## src/rtl/uart_board_pkg.sv

```systemverilog
`default_nettype none
// ============================================================================
//  Module      : uart_board_pkg
//  Description : Shared FSM state encoding, default timing constants and a
//                counter-width helper for the uart_board design.
//  Revision    : 1.0 - initial release
// ============================================================================
package uart_board_pkg;

    // Serial FSM states, shared by the receiver and the transmitter
    typedef enum logic [1:0] {
        IDLE  = 2'd0,
        START = 2'd1,
        DATA  = 2'd2,
        STOP  = 2'd3
    } uart_state_t;

    // 100 MHz system clock, 9600 baud
    localparam int unsigned C_CLKS_PER_BIT  = 10416;
    // Button must be stable this many clocks when debounce is compiled in
    localparam int unsigned C_DEBOUNCE_CLKS = 50000;

    // Bits needed for a counter that runs 0 .. n-1 (at least one bit)
    function automatic int unsigned cnt_width(input int unsigned n);
        return (n < 2) ? 1 : $clog2(n);
    endfunction

endpackage : uart_board_pkg
`default_nettype wire

```

## src/rtl/uart_tx.sv

```systemverilog
`default_nettype none
// ============================================================================
//  Module      : uart_tx
//  Description : 8N1 serial transmitter. A start pulse while idle snapshots
//                data and sends start bit, 8 data bits LSB first and a stop
//                bit, each CLKS_PER_BIT clocks. TxD and busy are registered.
//  Revision    : 1.0 - initial release
// ============================================================================
module uart_tx
    import uart_board_pkg::*;
#(
    parameter int unsigned CLKS_PER_BIT = C_CLKS_PER_BIT
) (
    input  logic       clk,
    input  logic       reset,
    input  logic       start,
    input  logic [7:0] data,
    output logic       TxD,
    output logic       busy
);

    localparam int unsigned        C_CW       = cnt_width(CLKS_PER_BIT);
    localparam logic [C_CW-1:0]    C_BIT_LAST = C_CW'(CLKS_PER_BIT - 1);

    uart_state_t       r_state;
    logic [C_CW-1:0]   r_cnt;
    logic [2:0]        r_bit;
    logic [7:0]        r_shift;
    logic              r_txd;
    logic              r_busy;

    // Transmit FSM: every bit is held for exactly CLKS_PER_BIT clocks
    always_ff @(posedge clk) begin
        if (reset) begin
            r_state <= IDLE;
            r_cnt   <= '0;
            r_bit   <= 3'd0;
            r_shift <= 8'h00;
            r_txd   <= 1'b1;
            r_busy  <= 1'b0;
        end else begin
            case (r_state)
                IDLE: begin
                    r_txd <= 1'b1;
                    r_cnt <= '0;
                    if (start) begin
                        // Snapshot the byte now so later source updates
                        // cannot disturb the frame in flight
                        r_shift <= data;
                        r_txd   <= 1'b0;
                        r_busy  <= 1'b1;
                        r_state <= START;
                    end
                end
                START: begin
                    if (r_cnt == C_BIT_LAST) begin
                        r_cnt   <= '0;
                        r_bit   <= 3'd0;
                        r_txd   <= r_shift[0];
                        r_state <= DATA;
                    end else begin
                        r_cnt <= r_cnt + 1'b1;
                    end
                end
                DATA: begin
                    if (r_cnt == C_BIT_LAST) begin
                        r_cnt <= '0;
                        if (r_bit == 3'd7) begin
                            r_txd   <= 1'b1;
                            r_state <= STOP;
                        end else begin
                            r_bit   <= r_bit + 3'd1;
                            r_shift <= {1'b0, r_shift[7:1]};
                            r_txd   <= r_shift[1];
                        end
                    end else begin
                        r_cnt <= r_cnt + 1'b1;
                    end
                end
                STOP: begin
                    if (r_cnt == C_BIT_LAST) begin
                        r_cnt   <= '0;
                        r_busy  <= 1'b0;
                        r_state <= IDLE;
                    end else begin
                        r_cnt <= r_cnt + 1'b1;
                    end
                end
                default: begin
                    r_txd   <= 1'b1;
                    r_busy  <= 1'b0;
                    r_cnt   <= '0;
                    r_state <= IDLE;
                end
            endcase
        end
    end

    assign TxD  = r_txd;
    assign busy = r_busy;

endmodule : uart_tx
`default_nettype wire

```

## src/rtl/uart_board.sv

```systemverilog
`default_nettype none
// ============================================================================
//  Module      : uart_board
//  Description : Full-duplex 8N1 UART board. The receiver stores the last
//                good byte in rx_buf; a button rising edge transmits that
//                byte once through uart_tx. Presses during a frame are
//                ignored. Optional button debounce is compiled in with the
//                macro UART_BOARD_DEBOUNCE_EN.
//  Revision    : 1.0 - initial release
// ============================================================================
module uart_board
    import uart_board_pkg::*;
#(
    parameter int unsigned CLKS_PER_BIT  = C_CLKS_PER_BIT,
    parameter int unsigned DEBOUNCE_CLKS = C_DEBOUNCE_CLKS
) (
    input  logic clk,
    input  logic reset,
    input  logic button,
    input  logic RxD,
    output logic TxD
);

    localparam int unsigned     C_CW        = cnt_width(CLKS_PER_BIT);
    localparam logic [C_CW-1:0] C_BIT_LAST  = C_CW'(CLKS_PER_BIT - 1);
    localparam logic [C_CW-1:0] C_HALF_LAST = C_CW'((CLKS_PER_BIT / 2) - 1);

    // ------------------------------------------------------------------
    // Input synchronizers
    // ------------------------------------------------------------------
    logic r_rxd_s1;
    logic r_rxd_s2;
    logic r_btn_s1;
    logic r_btn_s2;

    // Two-flop synchronizers for both asynchronous inputs. The RxD pair
    // resets to the idle-high line level so leaving reset never looks like
    // a start bit.
    always_ff @(posedge clk) begin
        if (reset) begin
            r_rxd_s1 <= 1'b1;
            r_rxd_s2 <= 1'b1;
            r_btn_s1 <= 1'b0;
            r_btn_s2 <= 1'b0;
        end else begin
            r_rxd_s1 <= RxD;
            r_rxd_s2 <= r_rxd_s1;
            r_btn_s1 <= button;
            r_btn_s2 <= r_btn_s1;
        end
    end

    logic w_rxd;
    assign w_rxd = r_rxd_s2;

    // ------------------------------------------------------------------
    // Receiver
    // ------------------------------------------------------------------
    uart_state_t     r_rx_state;
    logic [C_CW-1:0] r_rx_cnt;
    logic [2:0]      r_rx_bit;
    logic [7:0]      r_rx_shift;
    logic            r_rx_ferr;
    logic [7:0]      r_rx_buf;

    // Receive FSM: verify the start bit at mid-bit, then sample each data
    // bit and the stop bit one bit period apart; only good frames update
    // rx_buf.
    always_ff @(posedge clk) begin
        if (reset) begin
            r_rx_state <= IDLE;
            r_rx_cnt   <= '0;
            r_rx_bit   <= 3'd0;
            r_rx_shift <= 8'h00;
            r_rx_ferr  <= 1'b0;
            r_rx_buf   <= 8'h00;
        end else begin
            case (r_rx_state)
                IDLE: begin
                    r_rx_cnt  <= '0;
                    r_rx_ferr <= 1'b0;
                    if (!w_rxd) begin
                        r_rx_state <= START;
                    end
                end
                START: begin
                    if (r_rx_cnt == C_HALF_LAST) begin
                        r_rx_cnt <= '0;
                        if (!w_rxd) begin
                            r_rx_bit   <= 3'd0;
                            r_rx_state <= DATA;
                        end else begin
                            // Line went back high: a glitch, not a frame
                            r_rx_state <= IDLE;
                        end
                    end else begin
                        r_rx_cnt <= r_rx_cnt + 1'b1;
                    end
                end
                DATA: begin
                    if (r_rx_cnt == C_BIT_LAST) begin
                        r_rx_cnt   <= '0;
                        r_rx_shift <= {w_rxd, r_rx_shift[7:1]};
                        if (r_rx_bit == 3'd7) begin
                            r_rx_state <= STOP;
                        end else begin
                            r_rx_bit <= r_rx_bit + 3'd1;
                        end
                    end else begin
                        r_rx_cnt <= r_rx_cnt + 1'b1;
                    end
                end
                STOP: begin
                    if (r_rx_ferr) begin
                        // Framing error: drop the byte and wait for idle
                        // line so the low stop bit is not taken as a start
                        if (w_rxd) begin
                            r_rx_ferr  <= 1'b0;
                            r_rx_state <= IDLE;
                        end
                    end else if (r_rx_cnt == C_BIT_LAST) begin
                        r_rx_cnt <= '0;
                        if (w_rxd) begin
                            r_rx_buf   <= r_rx_shift;
                            r_rx_state <= IDLE;
                        end else begin
                            r_rx_ferr <= 1'b1;
                        end
                    end else begin
                        r_rx_cnt <= r_rx_cnt + 1'b1;
                    end
                end
                default: begin
                    r_rx_cnt   <= '0;
                    r_rx_ferr  <= 1'b0;
                    r_rx_state <= IDLE;
                end
            endcase
        end
    end

    // ------------------------------------------------------------------
    // Button qualification
    // ------------------------------------------------------------------
    logic w_btn_lvl;

`ifdef UART_BOARD_DEBOUNCE_EN
    localparam int unsigned     C_DW      = cnt_width(DEBOUNCE_CLKS);
    localparam logic [C_DW-1:0] C_DB_LAST = C_DW'(DEBOUNCE_CLKS - 1);

    logic [C_DW-1:0] r_db_cnt;
    logic            r_db_lvl;

    // Debounce: adopt the synchronized level only after it has differed
    // from the accepted level for DEBOUNCE_CLKS consecutive clocks
    always_ff @(posedge clk) begin
        if (reset) begin
            r_db_cnt <= '0;
            r_db_lvl <= 1'b0;
        end else if (r_btn_s2 == r_db_lvl) begin
            r_db_cnt <= '0;
        end else if (r_db_cnt == C_DB_LAST) begin
            r_db_cnt <= '0;
            r_db_lvl <= r_btn_s2;
        end else begin
            r_db_cnt <= r_db_cnt + 1'b1;
        end
    end

    assign w_btn_lvl = r_db_lvl;
`else
    assign w_btn_lvl = r_btn_s2;
`endif

    logic r_btn_prev;

    // Previous qualified level for rising-edge detection
    always_ff @(posedge clk) begin
        if (reset) begin
            r_btn_prev <= 1'b0;
        end else begin
            r_btn_prev <= w_btn_lvl;
        end
    end

    // ------------------------------------------------------------------
    // Transmitter
    // ------------------------------------------------------------------
    logic w_btn_rise;
    logic w_tx_busy;
    logic w_tx_start;

    // A held button gives one edge; an edge while busy is simply dropped
    assign w_btn_rise = w_btn_lvl & ~r_btn_prev;
    assign w_tx_start = w_btn_rise & ~w_tx_busy;

    uart_tx #(
        .CLKS_PER_BIT (CLKS_PER_BIT)
    ) u_tx (
        .clk   (clk),
        .reset (reset),
        .start (w_tx_start),
        .data  (r_rx_buf),
        .TxD   (TxD),
        .busy  (w_tx_busy)
    );

endmodule : uart_board
`default_nettype wire

```

## config.mk

```make
export PLATFORM = sky130hd
export DESIGN_NAME = uart_board
export DESIGN_NICKNAME = d
export VERILOG_FILES = /design/src/rtl/uart_board_pkg.sv /design/src/rtl/uart_tx.sv /design/src/rtl/uart_board.sv
export SDC_FILE = /design/constraint.sdc
export NUM_CORES = 1
export LEC_CHECK = 0
export CORE_ASPECT_RATIO = 1.5
export CORE_MARGIN = 5
export CORE_UTILIZATION = 45
export CTS_CLUSTER_DIAMETER = 80
export DETAILED_ROUTE_END_ITERATION = 10
export SYNTH_ARGS = -nofsm -noshare
export SYNTH_HDL_FRONTEND = slang
export SYNTH_SLANG_ARGS = --single-unit
```

## constraint.sdc

```tcl
create_clock -name clk -period 2.84 [get_ports clk]
set_input_delay 0.568 -clock clk [delete_from_list [all_inputs] [get_ports clk]]
set_output_delay 0.568 -clock clk [all_outputs]
set_load 0.03 [all_outputs]
```

; ---- Word level (Yosys, flattened, before mapping)
; Index checks and enable logic that the tools add are counted.
[totals]
ff_bits = 70
output_inout_bits = 1
input_bits = 4
[classes]
bitwise_logic = 5
n_reduce_logical = 18
eq_ne = 25
muxes = 46
add_sub_neg = 4
[op_table]
columns = cell, n
row1 = two-way mux 14 bit, 4
row2 = case mux 14 bit (4 select lines), 1
row3 = "adder 14 x 1 -> 14 bit, second input constant", 2
row4 = "== test 14 bit, second input constant", 2
row5 = case mux 14 bit (2 select lines), 1
row6 = two-way mux 2 bit, 13
row7 = two-way mux 8 bit, 3
row8 = two-way mux 3 bit, 7
row9 = "inequality test 2 bit, second input constant", 8
row10 = case mux 2 bit (4 select lines), 2
row11 = case mux 8 bit (2 select lines), 1
row12 = AND reduction 5 bit, 3
row13 = "== test 14 x 13 -> 1 bit, second input constant", 1
row14 = case mux 3 bit (2 select lines), 2
row15 = AND reduction 4 bit, 3
row16 = "inequality test 2 x 1 -> 1 bit, second input constant", 5
row17 = nonzero test 2 bit, 5
row18 = two-way mux 1 bit, 9
row19 = "== test 2 bit, second input constant", 4
row20 = "adder 3 x 1 -> 3 bit, second input constant", 2
row21 = "== test 3 bit, second input constant", 2
row22 = AND reduction 3 bit, 2
row23 = "== test 2 x 1 -> 1 bit, second input constant", 2
row24 = logical NOT 2 bit, 2
row25 = other kinds (8), 12

; ---- Depth between registers and ports, before layout
; Gate-level depths: netlist of run 1.
[depth]
depth_word = 5
depth_mapped = 8
depth_no_buf = 7

; ---- Modules after synthesis
; A second synthesis of run 1 with hierarchy kept.
[unflattened]
hier_cells = 387
area_unflattened_um2 = 3447.1
[modules_own_cells]
columns = mod, area_each_um2, cells_each, instances
row1 = uart_board, 1924.3, 214, 1
row2 = uart_tx, 1522.7, 173, 1

; ---- Worst setup path before layout of run 1
; Ideal clock, no wire load.
[synth_timing]
kind = register to register
start = reg r_rx_cnt[2]
end = reg r_rx_cnt[10]
t_arrival_ns = 1.850
required_time_ns = 2.723
period_less_slack_ns = 1.968
n_path_buf = 1
setup_slack_ns = 0.872
stages_incl_launch_ff = 7
cell_sequence = dfxtp_1 or3b_4 o41ai_1 o22ai_1 o21ai_1 buf_2 nor2_1
[synth_via]
elab_chain_len = 4
elab_cells_between_ends = 7
[synth_lines]
columns = element, line
row1 = "start, declared", uart_board.sv:60  ; logic [C_CW-1:0] r_rx_cnt;
row2 = "start signal, assigned", uart_board.sv:97  ; r_rx_cnt <= r_rx_cnt + 1'b1;
row3 = "start signal, assigned", uart_board.sv:110  ; r_rx_cnt <= r_rx_cnt + 1'b1;
row4 = "start signal, assigned", uart_board.sv:130  ; r_rx_cnt <= r_rx_cnt + 1'b1;
row5 = adder 14 x 1 -> 14 bit / == test 14 bit (equally long branches), -
row6 = two-way mux 14 bit, "uart_board.sv:101, uart_board.sv:121"
row7 = two-way mux 14 bit, uart_board.sv:114  ; if (r_rx_ferr) begin
row8 = case mux 14 bit (4 select lines) (*), uart_board.sv:78  ; case (r_rx_state)
; Mark *: on every way between the ends. The rest lies on a longest branch, timed or not. The select of a mux whose other input is x is not followed.
; A chain may end at the register's enable or synchronous reset.

; ---- Worst setup path in the final report of run 1
[layout_timing]
start = reg r_rx_cnt[2]
end = reg r_rx_bit[0]
[layout_via]
elab_chain_len = 3
elab_cells_between_ends = 5
[layout_lines]
columns = element, line
row1 = == test 14 bit / == test 14 x 13 -> 1 bit (equally long branches), "uart_board.sv:101, uart_board.sv:87"
row2 = inequality test 2 bit (no line), -
row3 = AND reduction 5 bit (no line) (*), -
row4 = "end signal, assigned", uart_board.sv:107  ; r_rx_bit <= r_rx_bit + 3'd1;
row5 = "end, declared", uart_board.sv:61  ; logic [2:0] r_rx_bit;
; Mark *: on every way between the ends. The rest lies on a longest branch, timed or not.

==> results of run 1 <==
metal layers:
layer | up-vias | routed length (µm) | track usage (%)
met3 | 13 | 146 | 3.84
met4 | 0 | 142 | 7.22
met1 | 1199 | 2730 | 17.1
li1 | 1335 | - | -
met2 | 20 | 3390 | 27.9
met5 | - | 0 | 0
registers in the layout (all words and copies together) (netlist names), named ones only:
register	count
u_tx.TxD	1
u_tx.r_cnt	14
r_rx_cnt	14
u_tx.r_state	2
r_btn_s2	1
r_rxd_s2	1
r_btn_prev	1
r_rxd_s1	1
r_rx_shift	8
r_rx_ferr	1
r_rx_bit	3
r_btn_s1	1
u_tx.busy	1
u_tx.r_shift	8
r_rx_buf	8
u_tx.r_bit	3
r_rx_state	1
layout by cell type (no fill, tap or decap), types with 5 or more instances in the layout:
cell,n
sky130_fd_sc_hd__dfxtp_1,70
sky130_fd_sc_hd__nor2_1,45
sky130_fd_sc_hd__a21oi_1,30
sky130_fd_sc_hd__nand3_1,28
sky130_fd_sc_hd__nand2_1,27
sky130_fd_sc_hd__ha_1,18
sky130_fd_sc_hd__xor2_1,15
sky130_fd_sc_hd__nor2b_1,15
sky130_fd_sc_hd__clkbuf_8,12
sky130_fd_sc_hd__mux2i_1,11
sky130_fd_sc_hd__inv_1,10
sky130_fd_sc_hd__nand4_1,10
sky130_fd_sc_hd__a22oi_1,7
sky130_fd_sc_hd__o21ai_0,7
sky130_fd_sc_hd__nand2b_1,6
sky130_fd_sc_hd__xnor2_1,6
sky130_fd_sc_hd__and3_1,6
sky130_fd_sc_hd__nor3_1,5
how the worst max path moves through the flow:
stage	slack, ns	cells past startpoint	endpoint
6_report	0.66	6	r_rx_bit[0]
5_1_grt	0.51	6	r_rx_cnt[7]
4_1_cts	0.65	6	r_rx_bit[0]
3_5_place_dp	0.66	6	r_rx_bit[0]
3_3_place_gp	0.72	6	r_rx_bit[0]
2_1_floorplan	0.87	6	r_rx_cnt[10]
cell type report:
class / instances / share of cell area, %
clock buffer: 13 / 4.66
sequential: 70 / 38.7
timing repair buffer: 7 / 1.59
clock inverter: 3 / 0.483
tap: 100 / 3.45
inverter: 10 / 1.04
multi-input combinational: 284 / 50.1
cells by family after synthesis:
logic type,after synthesis
AND/OR/NAND/NOR,170
flip-flops,70
AO/OA/AOI/OAI,63
buffers and inverters,27
XOR/XNOR,21
adder cells (fa/ha/maj),18
multiplexers,12
power breakdown:
group	switching, µW	internal (µW)	leakage (µW)
sequential	29.1	1010	0.000566
clock	364	386	0.0000954
combinational	213	132	0.000589
total	606	1530	0.00125
through the flow:
step,worst slack (ns),utilization [%]
3_3_place_gp,0.716,47.6
6_report,0.664,50.2
2_1_floorplan,0.872,-
4_1_cts,0.652,50.2
5_1_grt,0.506,50.2
3_5_place_dp,0.658,47.6
==> reports/results.txt, run 1 <==
Pins over their slew limit: 0
Count of standard-cell rows: 38
Cell count after synthesis: 381
Synthesized-area fraction occupied by adder cells: 6.78%
Total of hold buffers inserted after clock tree synthesis: 0
Total clock buffers created by CTS: 9
Startpoint of the most critical hold path: r_rxd_s1
Ys Warns: 0
Post-route insts no fill: 487
Distinct cells, synth: 49
Number of setup buffers added after CTS: 0
Clk sink count: 70
Net count after synthesis: 403
Most repeated cell in the gate-level netlist after synthesis: sky130_fd_sc_hd__dfxtp_1
Maximum level of the CTS H-tree: 3
Clock skew after layout: 0.00850 ns
Worst reg2reg setup slack: 0.66 ns
Ports: 5
Register cell area after layout: 1400 µm²
R2R Path Start: r_rx_cnt[2]
Number of filler cells placed in the layout: 741
Total routed wirelength: 6400 µm
Dominant combinational cell family by area after synthesis: simple AND/OR/NAND/NOR gates
Final TNS setup: 0 ns
Cell depth of the worst hold path: 1
Type of the setup path with the least slack: flop to flop
Launching element of the worst setup path: r_rx_cnt[2]
Setup Viol. Count Final: 0
Tightest Pin Transition: 0.612 ns
Share of synthesized cell area in and, or, nand and nor gates: 27.1%
Total power divided by cell area: 589 nW/µm²
Clock Pin Slew Worst Setup and Hold Paths: 0.08 ns
Vias in the first global route: 2562
Dominant cells by area after synthesis: sky130_fd_sc_hd__dfxtp_1 42%, sky130_fd_sc_hd__ha_1 6.8%, sky130_fd_sc_hd__nor2_1 5.1%, sky130_fd_sc_hd__a21oi_1 4.5%, sky130_fd_sc_hd__nand3_1 4.2%
First-pass iteration count of the detailed router: 4
R2r endpoint: r_rx_bit[0]
FMAX: 460 MHz
Insertion delay to the later sink of the worst-skew pair: 0.35 ns
RSZ-0062 raised after global routing: false
Max-Cap Viols: 0
Starting density of the core: 46.0%
Worst hold margin: 0.413 ns
DP Wirelength: 4700 µm
Power after layout: 2140 µW
Non-Filler Cell Area, Final: 3620 µm²
Vias after detailed routing: 2567
Fraction of layout instances using a drive strength above 1: 6.98%
Layout area overhead: 9.07%
Pin count of the biggest net entering global routing: 33
Peak ir drop on the vdd network: 0.373 mV
Post-synthesis async set-or-reset flop share: 0%
Worst Hold End: r_rxd_s2
Class of the most critical hold timing path: flop to flop
Required time worst endpoint: 3.13 ns
Multi-input logic area: 1820 µm²
Post-detailed-route via-to-cell ratio: 5.27
Ranking of synthesized cells by instance count: 70 x sky130_fd_sc_hd__dfxtp_1, 45 x sky130_fd_sc_hd__nor2_1, 30 x sky130_fd_sc_hd__a21oi_1, 28 x sky130_fd_sc_hd__nand3_1, 27 x sky130_fd_sc_hd__nand2_1
Cell-by-cell listing of the critical path: or3b_4 -> nor4_4 -> buf_4 -> a21boi_2 -> or4b_1 -> a21oi_1
Antenna violations before repair: 0
Post-detailed-route count of antenna-violating nets: 0
CTS tree: yes
Result of the run: complete, no violations
Inst Count DP: 471
Longest Clk Path Bufs: 2
Post-place instance area: 3440 µm²
XOR/XNOR share of the synthesized area: 5.53%
Wire length of the first global-routing pass: 11400 µm
Cell area after synthesis: 3320 µm²
Primary flip-flop cell chosen by synthesis mapping: sky130_fd_sc_hd__dfxtp_1
Synthesized area per cell: 8.72 µm²
Arr. time, crit path: 2.46 ns
Post-synthesis sequential element count: 70
Overall die height: 115 µm
Leakage component of the power: 0.00125 µW
Overall routing resource usage: 15.6%
Total global routing overflow: 0
Library cell with the largest summed area after synthesis: sky130_fd_sc_hd__dfxtp_1
Placer Congestion: 0.740
DR iter-0 viols: 124
Core area: 7230 µm²
Peak per-stage delay on the critical path: 0.46 ns
I/O Buffers: 4
Biggest fanout along the worst timing path: 14
Die area: 9240 µm²
Multiplexer fraction of the synthesized cell area: 3.65%
Post-layout minimum cycle time: 2.18 ns
Complex-gate fraction of the synthesized area: 11.6%
Routed len/inst: 13.1 µm
CP max-delay cell: sky130_fd_sc_hd__or4b_1
Worst Setup Start Kind: flop
Share of the yosys chip area belonging to registers: 42.2%
# nets final: 404
Number of gates given a new drive strength after cts: 0
Final period utilization: 76.6%
Count of buffering cells on the critical path with inverters included: 1
Cell count of the worst reg-to-reg path: 6
Count of flip-flops with a built-in enable after synthesis: 0
# diodes: 0
Max_slew headroom: 58.9%
Post-route DRC violation count: 0
Root buffer cell: sky130_fd_sc_hd__clkbuf_8
Width of the die: 80.2 µm
Top Family by Delay on Critical Path: simple AND/OR/NAND/NOR gates
Top-area cell type share of the netlist area: 42.2%
Hold Vio Cnt, Final: 0
Type of element capturing the critical path: flop
No activity file was read; power rests on OpenSTA's default activity.
==> inputs of run 2 (changes only) <==
==> constraint.sdc (replaced) <==
create_clock -name clk -period 1.8 [get_ports clk]
set_input_delay 0.36 -clock clk [delete_from_list [all_inputs] [get_ports clk]]
set_output_delay 0.36 -clock clk [all_outputs]
set_load 0.03 [all_outputs]
==> reports/results.txt, run 2 (synthesis results as in run 1) <==
Insertion delay to the later sink of the worst-skew pair: 0.36 ns
Post-route insts no fill: 540
# diodes: 0
Multi-input logic area: 2090 µm²
Violations in the final reports: negative setup slack
Width of the die: 80.2 µm
Total net switching power: 1110 µW
Antenna violations before repair: 0
Cell-by-cell listing of the critical path: or3b_4 -> nor4_4 -> buf_4 -> a21boi_2 -> or4b_1 -> a21oi_1
Count of buffering cells on the critical path with inverters included: 1
Int Power: 2650 µW
Peak per-stage delay on the critical path: 0.47 ns
Arr. time, crit path: 2.26 ns
Vias after detailed routing: 2856
Startpoint of the most critical hold path: reset
Hold Vio Cnt, Final: 0
Registers with the highest flip-flop counts: r_rx_cnt x14, u_tx.r_cnt x14
Clock share of power: 34.3%
CP max-delay cell: sky130_fd_sc_hd__or4b_1
Fraction of layout instances using a drive strength above 1: 31.1%
Final period utilization: 109%
Relative contribution of sequential cells to total power: 43.6%
Setup Slack @ Placement: -0.146 ns
Result of the run: finished with violations
R2R Path Start: r_rx_cnt[8]
Layout area overhead: 32.4%
Overall die height: 115 µm
FMAX: 508 MHz
Worst Setup Start Kind: flop
Post-layout minimum cycle time: 1.97 ns
Routed len/inst: 14.0 µm
Root buffer cell: sky130_fd_sc_hd__clkbuf_8
CTS tree: yes
Inst Count DP: 516
Peak ir drop on the vdd network: 0.701 mV
Cell count of the worst reg-to-reg path: 6
Clock skew after layout: 0.00610 ns
RSZ-0062 raised after global routing: true
Total routed wirelength: 7590 µm
First-pass iteration count of the detailed router: 4
Cell depth of the worst hold path: 2
Maximum level of the CTS H-tree: 3
Setup Viol. Count Final: 24
DR iter-0 viols: 112
Min setup slack post-route: -0.168 ns
Launching element of the worst setup path: r_rx_cnt[8]
DP Wirelength: 5260 µm
Type of the setup path with the least slack: flop to flop
Comb pwr share: 22.1%
Longest Clk Path Bufs: 2
Placer Congestion: 0.772
# nets final: 457
Power after layout: 3750 µW
Overall routing resource usage: 17.2%
Clk sink count: 70
Biggest fanout along the worst timing path: 3
Non-Filler Cell Area, Final: 4400 µm²
Commonest non-fill, non-tap cells in the layout: 63 x sky130_fd_sc_hd__dfxtp_1, 45 x sky130_fd_sc_hd__buf_4, 40 x sky130_fd_sc_hd__nor2_1
Most common cell after layout, fill and taps aside: sky130_fd_sc_hd__dfxtp_1
Max_slew headroom: 75.6%
Core area: 7230 µm²
Type of element capturing the critical path: flop
Total power divided by cell area: 853 nW/µm²
Leakage component of the power: 0.00162 µW
Fraction of power spent switching nets: 29.4%
Vias in the first global route: 2812
Number of filler cells placed in the layout: 662
WP depth: 6
Wire length of the first global-routing pass: 12300 µm
Count of standard-cell rows: 38
Pin count of the biggest net entering global routing: 38
Pins over their slew limit: 0
Starting density of the core: 46.0%
Total global routing overflow: 0
Post-detailed-route count of antenna-violating nets: 0
Max-Cap Viols: 0
Tightest Pin Transition: 0.365 ns
Required time worst endpoint: 2.10 ns
Post-place instance area: 3830 µm²
Post-detailed-route via-to-cell ratio: 5.29
Register cell area after layout: 1410 µm²
Class of the most critical hold timing path: input pin to flop
Post-route DRC violation count: 0
Die area: 9240 µm²
Top Family by Delay on Critical Path: simple AND/OR/NAND/NOR gates
Ports: 5
I/O Buffers: 4
Clock Pin Slew Worst Setup and Hold Paths: 0.07 ns
Total clock buffers created by CTS: 9
## run 2: path summary, 6_finish.rpt
check	slack, ns	endpoint
setup / recovery	-0.17	r_rx_bit[0]
hold / removal	0.34	u_tx.busy
setup reg to reg	-0.17	r_rx_bit[0]
hold reg to reg	0.42	r_rxd_s2
## run 2: layout make-up
cell class                 count  share of cell area, %
sequential                    70                   32.0
multi-input combinational    284                   47.5
tap                          100                   2.84
clock buffer                  10                   3.13
clock inverter                 6                   1.39
timing repair buffer          60                   12.2
inverter                      10                  0.853
## run 2: power by group through the flow
| stage | logic, µW | registers (µW) | clock network, µW |
|---|---|---|---|
| 6_report | 828 | 1640 | 1290 |
| 2_1_floorplan | 424 | 1680 | 0 |
| 3_3_place_gp | 677 | 1670 | 0 |
| 3_5_place_dp | 686 | 1670 | 0 |
| 5_1_grt | 916 | 1640 | 1390 |
| 4_1_cts | 695 | 1630 | 1320 |
## run 2: repair_timing
action	CTS	global route
pin swaps	0	28
hold buffers	0	0
buffers inserted	1	10
cloned	0	2
gates resized for setup	13	63
setup endpoints to repair	45	50
## run 2: stage by stage
step	util [%]	setup TNS, ns	hold slack, ns
detailed placement	53.0	-2.89	0.398
floorplan	-	-1.01	0.389
CTS	56.5	-2.56	0.341
global placement	53.0	-2.31	0.396
global route	60.9	-4.53	0.375
finish	60.9	-2.80	0.342
## run 2: worst register-to-register path, stage by stage, from the launching register on
cell and delay (ns):
sky130_fd_sc_hd__dfxtp_2 0.32, sky130_fd_sc_hd__or3b_4 0.43, sky130_fd_sc_hd__nor4_4 0.32, sky130_fd_sc_hd__buf_4 0.17
sky130_fd_sc_hd__a21boi_2 0.06, sky130_fd_sc_hd__or4b_1 0.47, sky130_fd_sc_hd__a21oi_1 0.14
## run 2: per-layer routing
layer,part of all wire [%],up-vias,track usage [%],wire length (µm)
li1,-,1443,-,-
met1,38,1355,17.4,2900
met2,55,34,32.3,4160
met3,2.6,24,3.53,194
met4,4.4,0,9.36,333
met5,0,-,0,0
==> inputs of run 3 (changes only) <==
--- a/config.mk
+++ b/config.mk
@@ -5,6 +5,7 @@
 export SDC_FILE = /design/constraint.sdc
 export NUM_CORES = 1
 export LEC_CHECK = 0
+export ABC_AREA = 1
 export CORE_ASPECT_RATIO = 1.5
 export CORE_MARGIN = 5
 export CORE_UTILIZATION = 45
==> reports/results.txt, run 3 <==
Result of the run: complete, no violations
Total power divided by cell area: 1190 nW/µm²
I/O Buffers: 4
Class of the most critical hold timing path: flop to flop
Die area: 9930 µm²
WP depth: 1
Ys Warns: 0
Net count after synthesis: 527
Total global routing overflow: 0
Core area: 7910 µm²
Post-detailed-route count of antenna-violating nets: 0
Routed len/inst: 12.0 µm
Longest Clk Path Bufs: 2
Clk sink count: 70
Peak per-stage delay on the critical path: 0.67 ns
Peak ir drop on the vdd network: 0.447 mV
Max_slew headroom: 73.6%
Worst Setup Start Kind: flop
Wire length of the first global-routing pass: 13100 µm
Clock Pin Slew Worst Setup and Hold Paths: 0.05 ns
Synthesized area per cell: 7.13 µm²
Layout area overhead: 15.8%
Type of the setup path with the least slack: flop to output pin
RSZ-0062 raised after global routing: false
DR iter-0 viols: 102
# diodes: 0
Number of setup buffers added after CTS: 0
Most common cell after layout, fill and taps aside: sky130_fd_sc_hd__nand2_1
Post-synthesis async set-or-reset flop share: 0%
Cell count after synthesis: 505
Pins over their slew limit: 0
Library cell with the largest summed area after synthesis: sky130_fd_sc_hd__dfxtp_1
Met3 Track Usage GR: 3.30%
Final period utilization: 93.1%
Antenna violations before repair: 0
CTS tree: yes
M1 GR Usage: 14.6%
Dominant cells by area after synthesis: sky130_fd_sc_hd__dfxtp_1 39%, sky130_fd_sc_hd__nand2_1 9.9%, sky130_fd_sc_hd__inv_1 7.4%, sky130_fd_sc_hd__ha_1 6.3%, sky130_fd_sc_hd__a21oi_1 5.7%
Registers with the highest flip-flop counts: r_rx_cnt x14, u_tx.r_cnt x14
Ports: 5
Root buffer cell: sky130_fd_sc_hd__clkbuf_16
Cell-by-cell listing of the critical path: clkdlybuf4s50_1
Width of the die: 83.1 µm
Biggest fanout along the worst timing path: 2
Post-route DRC violation count: 0
Power after layout: 4960 µW
Starting density of the core: 45.6%
Most repeated cell in the gate-level netlist after synthesis: sky130_fd_sc_hd__nand2_1
Cell depth of the worst hold path: 1
Type of element capturing the critical path: output pin
Tightest Pin Transition: 0.394 ns
Placer Congestion: 0.829
Count of buffering cells on the critical path with inverters included: 1
Hold Vio Cnt, Final: 0
Multi-input logic area: 1860 µm²
Top Family by Delay on Critical Path: buffers and inverters
Final TNS setup: 0 ns
Post-layout minimum cycle time: 1.68 ns
DP Wirelength: 5900 µm
Top-area cell type share of the netlist area: 38.9%
Count of flip-flops with a built-in enable after synthesis: 0
Number of filler cells placed in the layout: 825
Pin count of the biggest net entering global routing: 22
Leakage component of the power: 0.00171 µW
Commonest non-fill, non-tap cells in the layout: 95 x sky130_fd_sc_hd__nand2_1, 71 x sky130_fd_sc_hd__inv_1, 70 x sky130_fd_sc_hd__dfxtp_1
Post-detailed-route via-to-cell ratio: 4.93
Share of the yosys chip area belonging to registers: 38.9%
Overall die height: 120 µm
Cell count of the worst reg-to-reg path: 8
Max-Cap Viols: 0
Insertion delay to the later sink of the worst-skew pair: 0.32 ns
Required time worst endpoint: 1.44 ns
Maximum level of the CTS H-tree: 3
Setup Viol. Count Final: 0
Overall routing resource usage: 15.9%
Cell area after synthesis: 3600 µm²
Clock skew after layout: 0.00592 ns
Ranking of synthesized cells by instance count: 95 x sky130_fd_sc_hd__nand2_1, 71 x sky130_fd_sc_hd__inv_1, 70 x sky130_fd_sc_hd__dfxtp_1, 54 x sky130_fd_sc_hd__nor2_1, 41 x sky130_fd_sc_hd__a21oi_1
Arr. time, crit path: 1.32 ns
Count of standard-cell rows: 40
Post-synthesis sequential element count: 70
Total clock buffers created by CTS: 9
FMAX: 597 MHz
First-pass iteration count of the detailed router: 4
CP max-delay cell: sky130_fd_sc_hd__clkdlybuf4s50_1
Total routed wirelength: 7590 µm
Grt met2 use: 32.8%
Layer with the highest usage: met2
Vias after detailed routing: 3113
Vias in the first global route: 3071
Distinct cells, synth: 36
Number of gates given a new drive strength after cts: 0
Total of hold buffers inserted after clock tree synthesis: 0
# nets final: 544
Fraction of layout instances using a drive strength above 1: 12.9%
Primary flip-flop cell chosen by synthesis mapping: sky130_fd_sc_hd__dfxtp_1
Register cell area after layout: 1400 µm²
==> run 3: cell count changes in the layout (fill, tap and decap cells not counted), moves of 9 or more <==
cell	change
sky130_fd_sc_hd__nor2_1	+13
sky130_fd_sc_hd__nand3_1	+16
sky130_fd_sc_hd__a21oi_1	+20
sky130_fd_sc_hd__nor2_2	+12
sky130_fd_sc_hd__o21ai_0	+17
sky130_fd_sc_hd__nor2b_1	-14
sky130_fd_sc_hd__nand2_1	+72
sky130_fd_sc_hd__mux2i_1	-9
sky130_fd_sc_hd__buf_4	-32
sky130_fd_sc_hd__inv_1	+61
sky130_fd_sc_hd__a21oi_2	-9
==> run 3: final cells by class <==
type / count / area share [%]
sequential: 70 / 33.6
multi-input combinational: 349 / 44.7
clock inverter: 2 / 0.900
tap: 105 / 3.15
timing repair buffer: 19 / 4.26
inverter: 73 / 6.63
clock buffer: 14 / 6.81
==> run 3: path summary, 6_finish.rpt <==
path	startpoint	to	slack [ns]
setup reg to reg	u_tx.r_cnt[0]	u_tx.r_cnt[10]	0.17
hold / removal	r_rxd_s1	r_rxd_s2	0.41
setup / recovery	u_tx.TxD	TxD	0.12
hold reg to reg	r_rxd_s1	r_rxd_s2	0.41
==> run 3: cells by family (layout without fill, tap and decap cells) <==
family | Yosys count | count (layout) | share of synthesized area, %
AOI/OAI and AO/OA | 76 | 76 | 11.2
xor gates and xnor gates | 9 | 9 | 2.19
DFF | 70 | 70 | 38.9
adders and majority gates | 18 | 18 | 6.25
and+or+nand+nor | 246 | 246 | 31.8
buffers and inverters | 86 | 108 | 9.69
==> run 3: metrics by stage <==
stage,utilization (%),instances,setup slack (ns),cell area [µm²],hold WS (ns)
after floorplan,-,505,0.212,3600,0.388
after global placement,48.5,616,0.0943,3840,0.391
after detailed placement,48.5,616,0.111,3840,0.402
after CTS,52.6,632,0.0987,4160,0.417
after global routing,52.8,632,0.0236,4170,0.429
final,52.8,632,0.124,4170,0.415
==> run 3: worst reg2reg max path: stages (launching register included) <==
cell                      delay (ns)
sky130_fd_sc_hd__dfxtp_1        0.35
sky130_fd_sc_hd__ha_1           0.20
sky130_fd_sc_hd__nand3_1        0.15
sky130_fd_sc_hd__nor2_2         0.17
sky130_fd_sc_hd__nand3_1        0.14
sky130_fd_sc_hd__nor3_1         0.29
sky130_fd_sc_hd__xor2_1         0.18
sky130_fd_sc_hd__nand2_1        0.06
sky130_fd_sc_hd__inv_1          0.04
==> run 3: metal layers <==
| metal | up-vias | part of all wire (%) | wire [µm] |
|---|---|---|---|
| met3 | 13 | 1.7 | 131 |
| met4 | 0 | 2.3 | 174 |
| met1 | 1429 | 39 | 2940 |
| met5 | - | 0 | 0 |
| met2 | 20 | 57 | 4350 |
| li1 | 1651 | - | - |
==> run 3: report_power, final <==
group          internal, µW  switching (µW)  leakage, µW
Sequential             1640            70.1     0.000566
Clock                  1220             621     0.000155
Combinational           533             878     0.000988
==> variant (flow settings as in run 2) <==
Change the package constant `C_CLKS_PER_BIT` from 10416 to 41664.
--- a/src/rtl/uart_board_pkg.sv
+++ b/src/rtl/uart_board_pkg.sv
@@ -18,3 +18,3 @@
     // 100 MHz system clock, 9600 baud
-    localparam int unsigned C_CLKS_PER_BIT  = 10416;
+    localparam int unsigned C_CLKS_PER_BIT  = 41664;
     // Button must be stable this many clocks when debounce is compiled in
Formal check against the unedited RTL: same outputs for any inputs over 10 cycles, from zero or initial values and one cycle with reset high; that may be too few to reach the edited logic, so the function may still have changed.
==> variant against run 2 <==
- the flow still finishes with violations (setup timing)
- area after synthesis is 5.2% higher
- count of clock-buffer cells in the layout is 3 higher
- power is 31% higher
- sequential cell count is 4 higher
- synthesized cell count is 0.79% higher
- worst hold slack better by 0.072 ns
- worst setup slack better by 0.13 ns
- final area is 5.0% higher
- largest cell class unchanged
- wire length is 5.1% higher
- highest routed layer unchanged
==> variant: results (changes against run 2) <==
Routing
  • DR vias: 2,951 (+3.3%)
  • Initial DRC Count: 92 (-18%)
  • Routed WL per cell: 14.19 µm (+1.0%)

Synthesis
  • Register area share after synthesis: 0.4236 (+0.001927)
  • Syn nets: 405 (+0.50%)
  • Commonest cells in the netlist: dfxtp_1, nor2_1, mux2i_1
  • Unique masters post-synth: 52 (+6.1%)
  • Cells after Synth: 384 (+0.79%)

Clock network
  • Clock Pin Slew Worst Setup and Hold Paths: 0.05 ns (-0.02 ns)
  • Clock Latency Late Sink: 0.34 ns (-0.02 ns)

Finish
  • # fillers: 684 (+3.3%)
  • Largest registers: r_rx_cnt: 16 flops, u_tx.r_cnt: 16 flops
  • Fin nets: 477 (+4.4%)

STA
  • Worst setup margin: -0.03896 ns (+0.1289 ns)
  • Skew final: 0.004657 ns (-0.001443 ns)
  • Final setup violation count: 1 (-96%)
  • Max-Slew Margin vs Limit: 0.7760 (+0.01956)
  • Setup TNS: -0.03896 ns (+2.765 ns)

Status
  • Status: complete, but fails checks
  • Failing checks: setup timing

Placed design
  • GPL Wtd Cong: 0.7955 (+3.1%)
  • DP Cell Count: 541 (+4.8%)
  • Worst slack at placement: -0.05247 ns (+0.09319 ns)
  • Detailed Place HPWL: 5746 µm (+9.2%)

Setup path
  • CP max FO: 4 (+1)
  • Slowest CP cell: or4_4
  • Worst EP arrival: 2.11 ns (-0.15 ns)

GRT
  • Routing usage on met3: 0.04518 (+0.009910)
  • Largest net degree at the start of global routing: 17 (-55%)
  • GR Util All Layers: 0.1801 (+0.007692)
  • First-pass GRT wire length: 13,630 µm (+10%)
  • Met1 GRT Util: 0.1919 (+0.01776)

Power
  • Worst IR Drop VDD: 0.6201 mV (-12%)
  • Static Leak: 1.848 nW (+14%)

Worst hold path
  • Min-delay worst type: flop to flop
variant: cell count changes in the layout (fill, tap and decap cells not counted), sizes merged, moves of 6 or more:
cell / run 2 / this run
nor2: 45 / 62
buf: 56 / 71
nand3: 28 / 13
mux2i: 11 / 24
a21oi: 30 / 18
nor2b: 15 / 5
a311oi: 0 / 7
a22oi: 7 / 1
nand2b: 6 / 0
variant: worst register-to-register path: cells and delay by family, from the launching register on:
kind / cells / cell delay (ns)
flip-flops: 1 / 0.35
adder cells (fa/ha/maj): 1 / 0.14
AND/OR/NAND/NOR: 4 / 1.16
AO/OA/AOI/OAI: 1 / 0.13
variant: cell type report:
class                           instances  area, µm²  area share
Timing Repair Buffer                   75      603.1      0.1306
Multi-Input combinational cell        282       2024      0.4382
Clock inverter                          2      60.06     0.01300
Tap cell                              102      127.6     0.02763
Inverter                               14      52.55     0.01138
Sequential cell                        74       1491      0.3229
Clock buffer                           13      260.3     0.05634
variant: cells by family after synthesis:
family / Yosys count / share of synthesized area
and+or+nand+nor: 157 / 0.2354
DFF: 74 / 0.4236
AOI/OAI and AO/OA: 58 / 0.1148
buffers and inverters: 28 / 0.03148
xor gates and xnor gates: 26 / 0.06512
muxes: 24 / 0.06869
adders and majority gates: 17 / 0.06082
variant: report_power, final:
part           internal [mW]  switching [mW]
combinational          0.543           0.573
sequential              1.77          0.0886
clock                   1.28           0.645
total                   3.60            1.31
variant: metal layers:
| metal | wire length (µm) | up-vias |
|---|---|---|
| met1 | 3174 | 1401 |
| li1 | - | 1507 |
| met2 | 4375 | 26 |
| met4 | 209 | 0 |
| met3 | 215 | 17 |
| met5 | 0 | - |
variant: worst paths after layout:
path	startpoint	end	slack, ns	cells after the start
setup / recovery	r_rx_cnt[1]	r_rx_state[0]	-0.04	6
hold / removal	r_rxd_s1	r_rxd_s2	0.41	1
setup reg to reg	r_rx_cnt[1]	r_rx_state[0]	-0.04	6
hold reg to reg	r_rxd_s1	r_rxd_s2	0.41	1
variant: repair_timing:
item / CTS / global route
setup endpoints to repair: 7 / 29
hold buffers: 0 / 0
pin swaps: 4 / 12
resized for setup: 6 / 24
buffers inserted: 2 / 3
cloned: 0 / 1
variant: metrics by stage:
step	utilization	area [µm²]	hold WS, ns
2_1_floorplan	-	3520	0.3895
3_3_place_gp	0.5429	4133	0.3924
3_5_place_dp	0.5429	4133	0.3999
4_1_cts	0.5886	4481	0.4174
5_1_grt	0.6068	4619	0.4299
6_report	0.6068	4619	0.4142
